### src/rtl/lsu.sv
`default_nettype none
// ============================================================================
// Module   : lsu
// Purpose  : Load/store unit placed after the single-cycle core's ALU. It
//            takes the ALU result as the effective address and rs2 as store
//            data. It issues one byte/half/word access to a data memory whose
//            ack latency varies, and it returns an extracted, sign- or
//            zero-extended load value for writeback. While an access is in
//            flight it stalls the core.
// Revision : 1.0  initial release
// ----------------------------------------------------------------------------
// Parameters
//   TIMEOUT   : number of REQ cycles without mem_ack before the access is
//               abandoned with a fault (1..255)
// Compile-time option
//   LSU_MISALIGN_TRAP_EN : when defined, a misaligned H or W access faults and
//                          is not sent to memory. When undefined, the
//                          offending low address bits are ignored.
// Ports
//   clk, rst         : clock and synchronous active-high reset
//   op_valid         : core presents a load/store (held while stall=1)
//   op_store         : 1 = store, 0 = load
//   op_funct3        : RISC-V width/sign code (B, H, W, BU, HU)
//   op_addr          : effective address
//   op_wdata         : store data (rs2)
//   stall            : core must hold PC and suppress writeback
//   ld_valid         : one-cycle pulse, ld_data valid for writeback
//   ld_data          : extended load result
//   fault            : one-cycle pulse for illegal op, misalign or timeout
//   mem_req          : memory request, held until acknowledged
//   mem_we           : 1 = write
//   mem_addr         : word-aligned address
//   mem_wdata        : lane-replicated store data
//   mem_be           : byte enables, bit n = byte lane n
//   mem_ack          : memory completes the request this cycle
//   mem_rdata        : read word, valid with mem_ack
// ============================================================================
module lsu #(
    parameter int unsigned TIMEOUT = 15
) (
    input  logic        clk,
    input  logic        rst,
    input  logic        op_valid,
    input  logic        op_store,
    input  logic [2:0]  op_funct3,
    input  logic [31:0] op_addr,
    input  logic [31:0] op_wdata,
    output logic        stall,
    output logic        ld_valid,
    output logic [31:0] ld_data,
    output logic        fault,
    output logic        mem_req,
    output logic        mem_we,
    output logic [31:0] mem_addr,
    output logic [31:0] mem_wdata,
    output logic [3:0]  mem_be,
    input  logic        mem_ack,
    input  logic [31:0] mem_rdata
);

    typedef enum logic [1:0] {
        IDLE = 2'd0,
        REQ  = 2'd1,
        DONE = 2'd2
    } state_t;

    localparam logic [2:0] c_F3_B  = 3'b000;
    localparam logic [2:0] c_F3_H  = 3'b001;
    localparam logic [2:0] c_F3_W  = 3'b010;
    localparam logic [2:0] c_F3_BU = 3'b100;
    localparam logic [2:0] c_F3_HU = 3'b101;

    // The wait counter holds (n-1) during the n-th REQ cycle, so the last
    // permitted cycle is the one where it equals TIMEOUT-1.
    localparam logic [7:0] c_CNT_LAST = 8'(TIMEOUT - 1);

    state_t      r_state_q,   w_state_d;
    logic [31:0] r_addr_q,    w_addr_d;
    logic        r_we_q,      w_we_d;
    logic [3:0]  r_be_q,      w_be_d;
    logic [31:0] r_wdata_q,   w_wdata_d;
    logic [1:0]  r_off_q,     w_off_d;
    logic [2:0]  r_f3_q,      w_f3_d;
    logic [7:0]  r_cnt_q,     w_cnt_d;
    logic [31:0] r_ld_data_q, w_ld_data_d;
    logic        r_fault_q,   w_fault_d;   // fault to report in DONE

    // ------------------------------------------------------------------
    // Decode of the operation presented by the core
    // ------------------------------------------------------------------
    logic        w_legal;
    logic        w_misalign;
    logic [3:0]  w_be_new;
    logic [31:0] w_wdata_new;

    always_comb begin
        w_legal = 1'b0;
        case (op_funct3)
            c_F3_B, c_F3_H, c_F3_W: w_legal = 1'b1;
            c_F3_BU, c_F3_HU:       w_legal = ~op_store;  // no unsigned stores
            default:                w_legal = 1'b0;
        endcase
    end

`ifdef LSU_MISALIGN_TRAP_EN
    assign w_misalign = ((op_funct3[1:0] == 2'b01) && op_addr[0]) ||
                        ((op_funct3[1:0] == 2'b10) && (op_addr[1:0] != 2'b00));
`else
    assign w_misalign = 1'b0;
`endif

    // Lane enables and replicated data. Loads carry the same enables so the
    // memory sees which bytes are being read.
    always_comb begin
        w_be_new    = 4'b1111;
        w_wdata_new = op_wdata;
        case (op_funct3[1:0])
            2'b00: begin
                w_be_new    = 4'b0001 << op_addr[1:0];
                w_wdata_new = {4{op_wdata[7:0]}};
            end
            2'b01: begin
                w_be_new    = op_addr[1] ? 4'b1100 : 4'b0011;
                w_wdata_new = {2{op_wdata[15:0]}};
            end
            default: begin
                w_be_new    = 4'b1111;
                w_wdata_new = op_wdata;
            end
        endcase
    end

    // ------------------------------------------------------------------
    // Load data extraction from the returned word
    // ------------------------------------------------------------------
    logic [7:0]  w_byte;
    logic [15:0] w_half;
    logic [31:0] w_ext;

    always_comb begin
        w_byte = mem_rdata[7:0];
        case (r_off_q)
            2'd0:    w_byte = mem_rdata[7:0];
            2'd1:    w_byte = mem_rdata[15:8];
            2'd2:    w_byte = mem_rdata[23:16];
            default: w_byte = mem_rdata[31:24];
        endcase
        w_half = r_off_q[1] ? mem_rdata[31:16] : mem_rdata[15:0];
        case (r_f3_q)
            c_F3_B:  w_ext = {{24{w_byte[7]}}, w_byte};
            c_F3_H:  w_ext = {{16{w_half[15]}}, w_half};
            c_F3_BU: w_ext = {24'd0, w_byte};
            c_F3_HU: w_ext = {16'd0, w_half};
            default: w_ext = mem_rdata;
        endcase
    end

    // ------------------------------------------------------------------
    // Next-state logic
    // ------------------------------------------------------------------
    always_comb begin
        w_state_d   = r_state_q;
        w_addr_d    = r_addr_q;
        w_we_d      = r_we_q;
        w_be_d      = r_be_q;
        w_wdata_d   = r_wdata_q;
        w_off_d     = r_off_q;
        w_f3_d      = r_f3_q;
        w_cnt_d     = r_cnt_q;
        w_ld_data_d = r_ld_data_q;
        w_fault_d   = r_fault_q;

        case (r_state_q)
            IDLE: begin
                if (op_valid) begin
                    w_addr_d    = {op_addr[31:2], 2'b00};
                    w_we_d      = op_store;
                    w_be_d      = w_be_new;
                    w_wdata_d   = w_wdata_new;
                    w_off_d     = op_addr[1:0];
                    w_f3_d      = op_funct3;
                    w_cnt_d     = 8'd0;
                    w_ld_data_d = 32'd0;
                    if (!w_legal || w_misalign) begin
                        // Rejected without touching memory.
                        w_fault_d = 1'b1;
                        w_state_d = DONE;
                    end else begin
                        w_fault_d = 1'b0;
                        w_state_d = REQ;
                    end
                end
            end

            REQ: begin
                if (mem_ack) begin
                    if (!r_we_q) begin
                        w_ld_data_d = w_ext;
                    end
                    w_state_d = DONE;
                end else if (r_cnt_q == c_CNT_LAST) begin
                    w_ld_data_d = 32'd0;
                    w_fault_d   = 1'b1;
                    w_state_d   = DONE;
                end else begin
                    w_cnt_d = r_cnt_q + 8'd1;
                end
            end

            DONE: begin
                // The core advances this cycle; a held op_valid here belongs
                // to the instruction just completed and is not re-captured.
                w_cnt_d   = 8'd0;
                w_fault_d = 1'b0;
                w_state_d = IDLE;
            end

            default: begin
                w_state_d = IDLE;
            end
        endcase
    end

    // ------------------------------------------------------------------
    // State registers
    // ------------------------------------------------------------------
    always_ff @(posedge clk) begin
        if (rst) begin
            r_state_q   <= IDLE;
            r_addr_q    <= 32'd0;
            r_we_q      <= 1'b0;
            r_be_q      <= 4'd0;
            r_wdata_q   <= 32'd0;
            r_off_q     <= 2'd0;
            r_f3_q      <= 3'd0;
            r_cnt_q     <= 8'd0;
            r_ld_data_q <= 32'd0;
            r_fault_q   <= 1'b0;
        end else begin
            r_state_q   <= w_state_d;
            r_addr_q    <= w_addr_d;
            r_we_q      <= w_we_d;
            r_be_q      <= w_be_d;
            r_wdata_q   <= w_wdata_d;
            r_off_q     <= w_off_d;
            r_f3_q      <= w_f3_d;
            r_cnt_q     <= w_cnt_d;
            r_ld_data_q <= w_ld_data_d;
            r_fault_q   <= w_fault_d;
        end
    end

    // ------------------------------------------------------------------
    // Outputs
    // ------------------------------------------------------------------
    assign stall     = op_valid && (r_state_q != DONE);
    assign mem_req   = (r_state_q == REQ);
    assign mem_we    = r_we_q;
    assign mem_addr  = r_addr_q;
    assign mem_wdata = r_wdata_q;
    assign mem_be    = r_be_q;
    assign ld_data   = r_ld_data_q;
    assign ld_valid  = (r_state_q == DONE) && !r_fault_q && !r_we_q;
    assign fault     = (r_state_q == DONE) && r_fault_q;

endmodule
`default_nettype wire

### config.mk
export PLATFORM = sky130hd
export DESIGN_NAME = lsu
export DESIGN_NICKNAME = d
export VERILOG_FILES = /design/src/rtl/lsu.sv
export SDC_FILE = /design/constraint.sdc
export NUM_CORES = 1
export LEC_CHECK = 0
export CORE_AREA = 2 2 98 170
export CTS_BUF_LIST = sky130_fd_sc_hd__clkbuf_8
export CTS_CLUSTER_DIAMETER = 200
export CTS_CLUSTER_SIZE = 10
export DETAILED_ROUTE_END_ITERATION = 16
export DIE_AREA = 0 0 100 172
export PLACE_DENSITY = 0.73
export SYNTH_ARGS = -nofsm -noshare
export SYNTH_HDL_FRONTEND = slang
export SYNTH_SLANG_ARGS = --single-unit
### constraint.sdc
create_clock -name clk -period 5.7 [get_ports clk]
set_input_delay 1.71 -clock clk [delete_from_list [all_inputs] [get_ports clk]]
set_output_delay 1.71 -clock clk [all_outputs]
set_load 0.03 [all_outputs]
# [Word level (Yosys, flattened, before mapping)]
# Index checks and enable logic that the tools add are counted.
[classes] n_addsub=1 eq_ne=20 n_shift=1 n_mux=26 n_bitwise=1 reduce_logical=20
[op_table] op="$mux W32" count=4
[op_table] op="$pmux W32 S2" count=2
[op_table] op="$pmux W32 S4" count=1
[op_table] op="$pmux W8 S3" count=2
[op_table] op="$mux W8" count=3
[op_table] op="$mux W16" count=1
[op_table] op="$eq A3 B3 Y1 const B" count=4
[op_table] op="$reduce_and A4 Y1" count=3
[op_table] op="$add A8 B1 Y8 const B" count=1
[op_table] op="$eq A8 B4 Y1 const B" count=1
[op_table] op="$mux W2" count=4
[op_table] op="$ne A2 B2 Y1 const B" count=4
[op_table] op="$pmux W4 S2" count=1
[op_table] op="$eq A2 B1 Y1 const B" count=3
[op_table] op="$eq A3 B1 Y1 const B" count=2
[op_table] op="$logic_not A2 Y1" count=3
[op_table] op="$logic_not A3 Y1" count=2
[op_table] op="$eq A2 B2 Y1 const B" count=2
[op_table] op="$logic_and A1 B1 Y1" count=4
[op_table] op="$mux W1" count=4
[op_table] op="$mux W4" count=1
[op_table] op="$pmux W2 S2" count=1
[op_table] op="$reduce_and A2 Y1" count=2
[op_table] op="$shl A1 B2 Y4 const A" count=1
[op_table] op="12 further kinds" count=13
[totals] ff_bits=115 out_inout_bits=105 elab_cells=79

# [Logic depth before layout (Yosys ltp)]
[depth] ltp_word=6 ltp_mapped=9 ltp_nobuf=6

# [Worst setup path before layout]
# OpenSTA, ideal clock, no wires.
[synth_path] path_type="input-to-output" from="in op_valid" to="out stall" arrival_ns=2.165 required_ns=3.990 path_slack_ns=1.825 path_stages=1 cell_sequence="nor2b_1"
[synth_between] elab_chain_cells=1
[synth_rtl] element="start, declared" line_no="43" source="input logic op_valid,"
[synth_rtl] element="$logic_and A1 B1 Y1" line_no="256" source="assign stall = op_valid && (r_state_q != DONE);"
[synth_rtl] element="end, declared" line_no="48" source="output logic stall,"
# No other way between the ends.

# [Worst setup path in the final report]
# Same ends and word-level chain as after synthesis.

==> flow_summary_export.csv <==
group,metric,value,unit
floorplan,io_pins,209,
detailed_routing,drcViolationCount,0,
detailed_routing,finalWirelength,17200,um
sta,max_freq,209,MHz
final_layout,fin_area,7960,um2
synthesis,synthTopCellsByArea,"dfxtp_1 42%, nand2_1 10%, a21oi_1 7.7%, mux2i_1 4.2%, a311oi_2 3.3%",
placement,dpl_cell_area,7560,um2
worst_setup_path,cp_num_buf_inv,2,
synthesis,netlist_instances,666,
grt,grt_pass1_vias,5234,
synthesis,yosysWarnings,0,
worst_setup_path,slowest_delay,0.67,ns
worst_setup_path,crit_path_end_kind,"output pin",
worst_setup_path,cpLargestDelayFamily,"buffers and inverters",
floorplan,dieArea,17200,um2
clocking,post-cts-setup-buffers,0,
sta,hold_viol_final,0,
floorplan,start_util,34.3,%
synthesis,synth_area_per_cell,8.17,um2
clocking,cts_tree,"built",
sta,max-slew-margin-rel,21.5,%
clocking,cts.sink_count,115,
detailed_routing,dr.pass1.iters,4,
min_path,hp-class,"reg2reg",
final_layout,antennaDiodeCount,0,
flow_run,drv_cap,0,
sta,holdWs,0.452,ns
placement,hpwlAfterDp,12300,um
grt,grt_pass1_wl,27200,um
clocking,clk_path_buf_depth,2,
synthesis,synthesis.area,5440,um2
synthesis,synthFlopType,"dfxtp_1",
synthesis,ys_async_sr_fraction,0,%
detailed_routing,via_per_inst,5.22,
final_layout,final_common_cell,"clkdlybuf4s50_1",
detailed_routing,drt_iter0_markers,248,
sta,setup_viol,0,
worst_setup_path,worstPathMaxFanout,5,
floorplan,rows,61,
clocking,insertion_delay,0.42,ns
final_layout,area_growth,46.3,%
power_and_ir_drop,vdd_ir_drop_max,0.173,mV
grt,grt_max_degree,65,
clocking,numCtsBuffers,17,
clocking,holdBufCountCts,0,
sta,fin_skew,0.0103,ns
synthesis,yosysSeqAreaShare,42.3,%
run_status,status,"completed",
final_layout,final_cell_mix,"205 x clkdlybuf4s50_1, 151 x nand2_1, 115 x dfxtp_1",
worst_setup_path,cp.required,3.99,ns
worst_setup_path,start_kind,"input port",
sta,finalCritPeriodShare,83.9,%
sta,worst_pin_slew,1.18,ns
worst_setup_path,path_cells,"clkdlybuf4s50_1 > nor2b_1 > clkdlybuf4s50_1",
worst_setup_path,path_common_cell,"clkdlybuf4s50_1",
worst_setup_path,path_class,"in2out",
clocking,cts_max_level,4,
sta,rsz0062_at_grt,"no",
grt,gr-usage-all-layers,19.9,%
worst_setup_path,worstPathArrival,3.07,ns
floorplan,core,15900,um2
clocking,clk_pin_slew,0.07,ns
grt,antenna_found_initial,0,
clocking,cts-resized-gates,0,
power_and_ir_drop,p_leak,2.83,nW
sta,drv_slew,0,
power_and_ir_drop,total_power,2.44,mW
floorplan,die_y,172,um
worst_setup_path,slowest_stage,"clkdlybuf4s50_1",
floorplan,die_w,100,um
final_layout,drive_above_1_share,7.58,%
synthesis,synth_edf_count,0,
placement,io_buffers,206,
placement,place_congestion,0.835,
synthesis,ys_ff_latch,115,
detailed_routing,dr_total_vias,5455,
clocking,clock-root-buffer,"clkbuf_8",
placement,dp_slack,0.910,ns
synthesis,yosys.area.top_type_share,42.3,%
power_and_ir_drop,p_per_area,306,nW/um2
grt,grt_remaining_overflow,0,
sta,period_minus_slack,4.78,ns
detailed_routing,drtAntennaViolNets,0,
sta,fin_setup_tns,0,ns
synthesis,yosysTopAreaCell,"dfxtp_1",
synthesis,synth_cell_types,54,
final_layout,nets,953,
sta,timing.final.ws_setup,0.919,ns
detailed_routing,wl_per_cell,16.5,um
==> cell type report <==
type                       count  area (um2)
clock buffer                  17         234
clock inverter                15         168
fill                        1503        7910
inverter                      11        41.3
multi-input combinational    484        2850
sequential                   115        2300
tap                          189         236
timing repair buffer         215        2130
==> Yosys cell counts, types with 6 or more instances <==
cell	count
dfxtp_1	115
mux2i_1	23
a21oi_1	84
clkbuf_1	37
nand2b_1	9
nor3b_1	6
a211oi_1	18
inv_1	11
nor2b_1	7
a21o_1	7
buf_2	8
a311oi_1	13
nor2_1	36
a32oi_1	7
o21ai_0	31
a311oi_2	12
nand2_1	152
==> metrics by stage <==
step	instances	util, %
after global routing	1046	50.1
after floorplan	667	-
after global placement	1014	47.6
after detailed placement	1014	47.6
final	1046	50.1
after CTS	1046	50.1
==> report_power, final <==
part	leakage [nW]	total, mW	switching, mW	internal [mW]
clock	0.208	0.787	0.358	0.429
sequential	0.944	0.932	0.0498	0.882
combinational	1.68	0.720	0.413	0.307
==> sequential cells by signal (all words and copies together), names as in the netlist <==
signal     flops
mem_we         1
r_off_q        2
r_cnt_q        8
mem_be         4
r_f3_q         3
r_fault_q      1
mem_wdata     32
r_state_q      2
ld_data       32
mem_addr      30
==> worst paths after layout <==
kind | startpoint | to | slack [ns] | depth (start not counted)
worst max register to register | r_state_q[1] | ld_data[26] | 3.05 | 6
worst min-delay path | mem_addr[22] | mem_addr[22] | 0.45 | 2
worst max-delay path | op_valid | stall | 0.92 | 3
worst min register to register | mem_addr[22] | mem_addr[22] | 0.45 | 2
==> worst register-to-register path, cell delays in order, from the launching register on <==
cell and delay (ns):
dfxtp_1 0.32, inv_1 0.09, ha_1 0.52, nand2_1 0.28, nor2_1 0.90, nand2_1 0.17
a311oi_2 0.30
==> logic make-up after synthesis <==
| kind of cell | Yosys count | share of synthesized area, % |
|---|---|---|
| compound gates | 202 | 25.7 |
| xor+xnor | 2 | 0.322 |
| fa+ha+maj | 5 | 1.15 |
| buf+inv | 68 | 5.63 |
| flops | 115 | 42.3 |
| mux | 23 | 4.23 |
| other cells | 1 | 0.0689 |
| simple gates | 250 | 20.6 |
==> routing by layer <==
metal	routed length, um	vias up	global-route usage, %
met3	1080	36	4.73
met2	8910	204	34.7
met4	625	0	9.83
met5	0	-	0
li1	-	2717	-
met1	6640	2498	22.5
No activity file was read; power rests on OpenSTA's default activity.
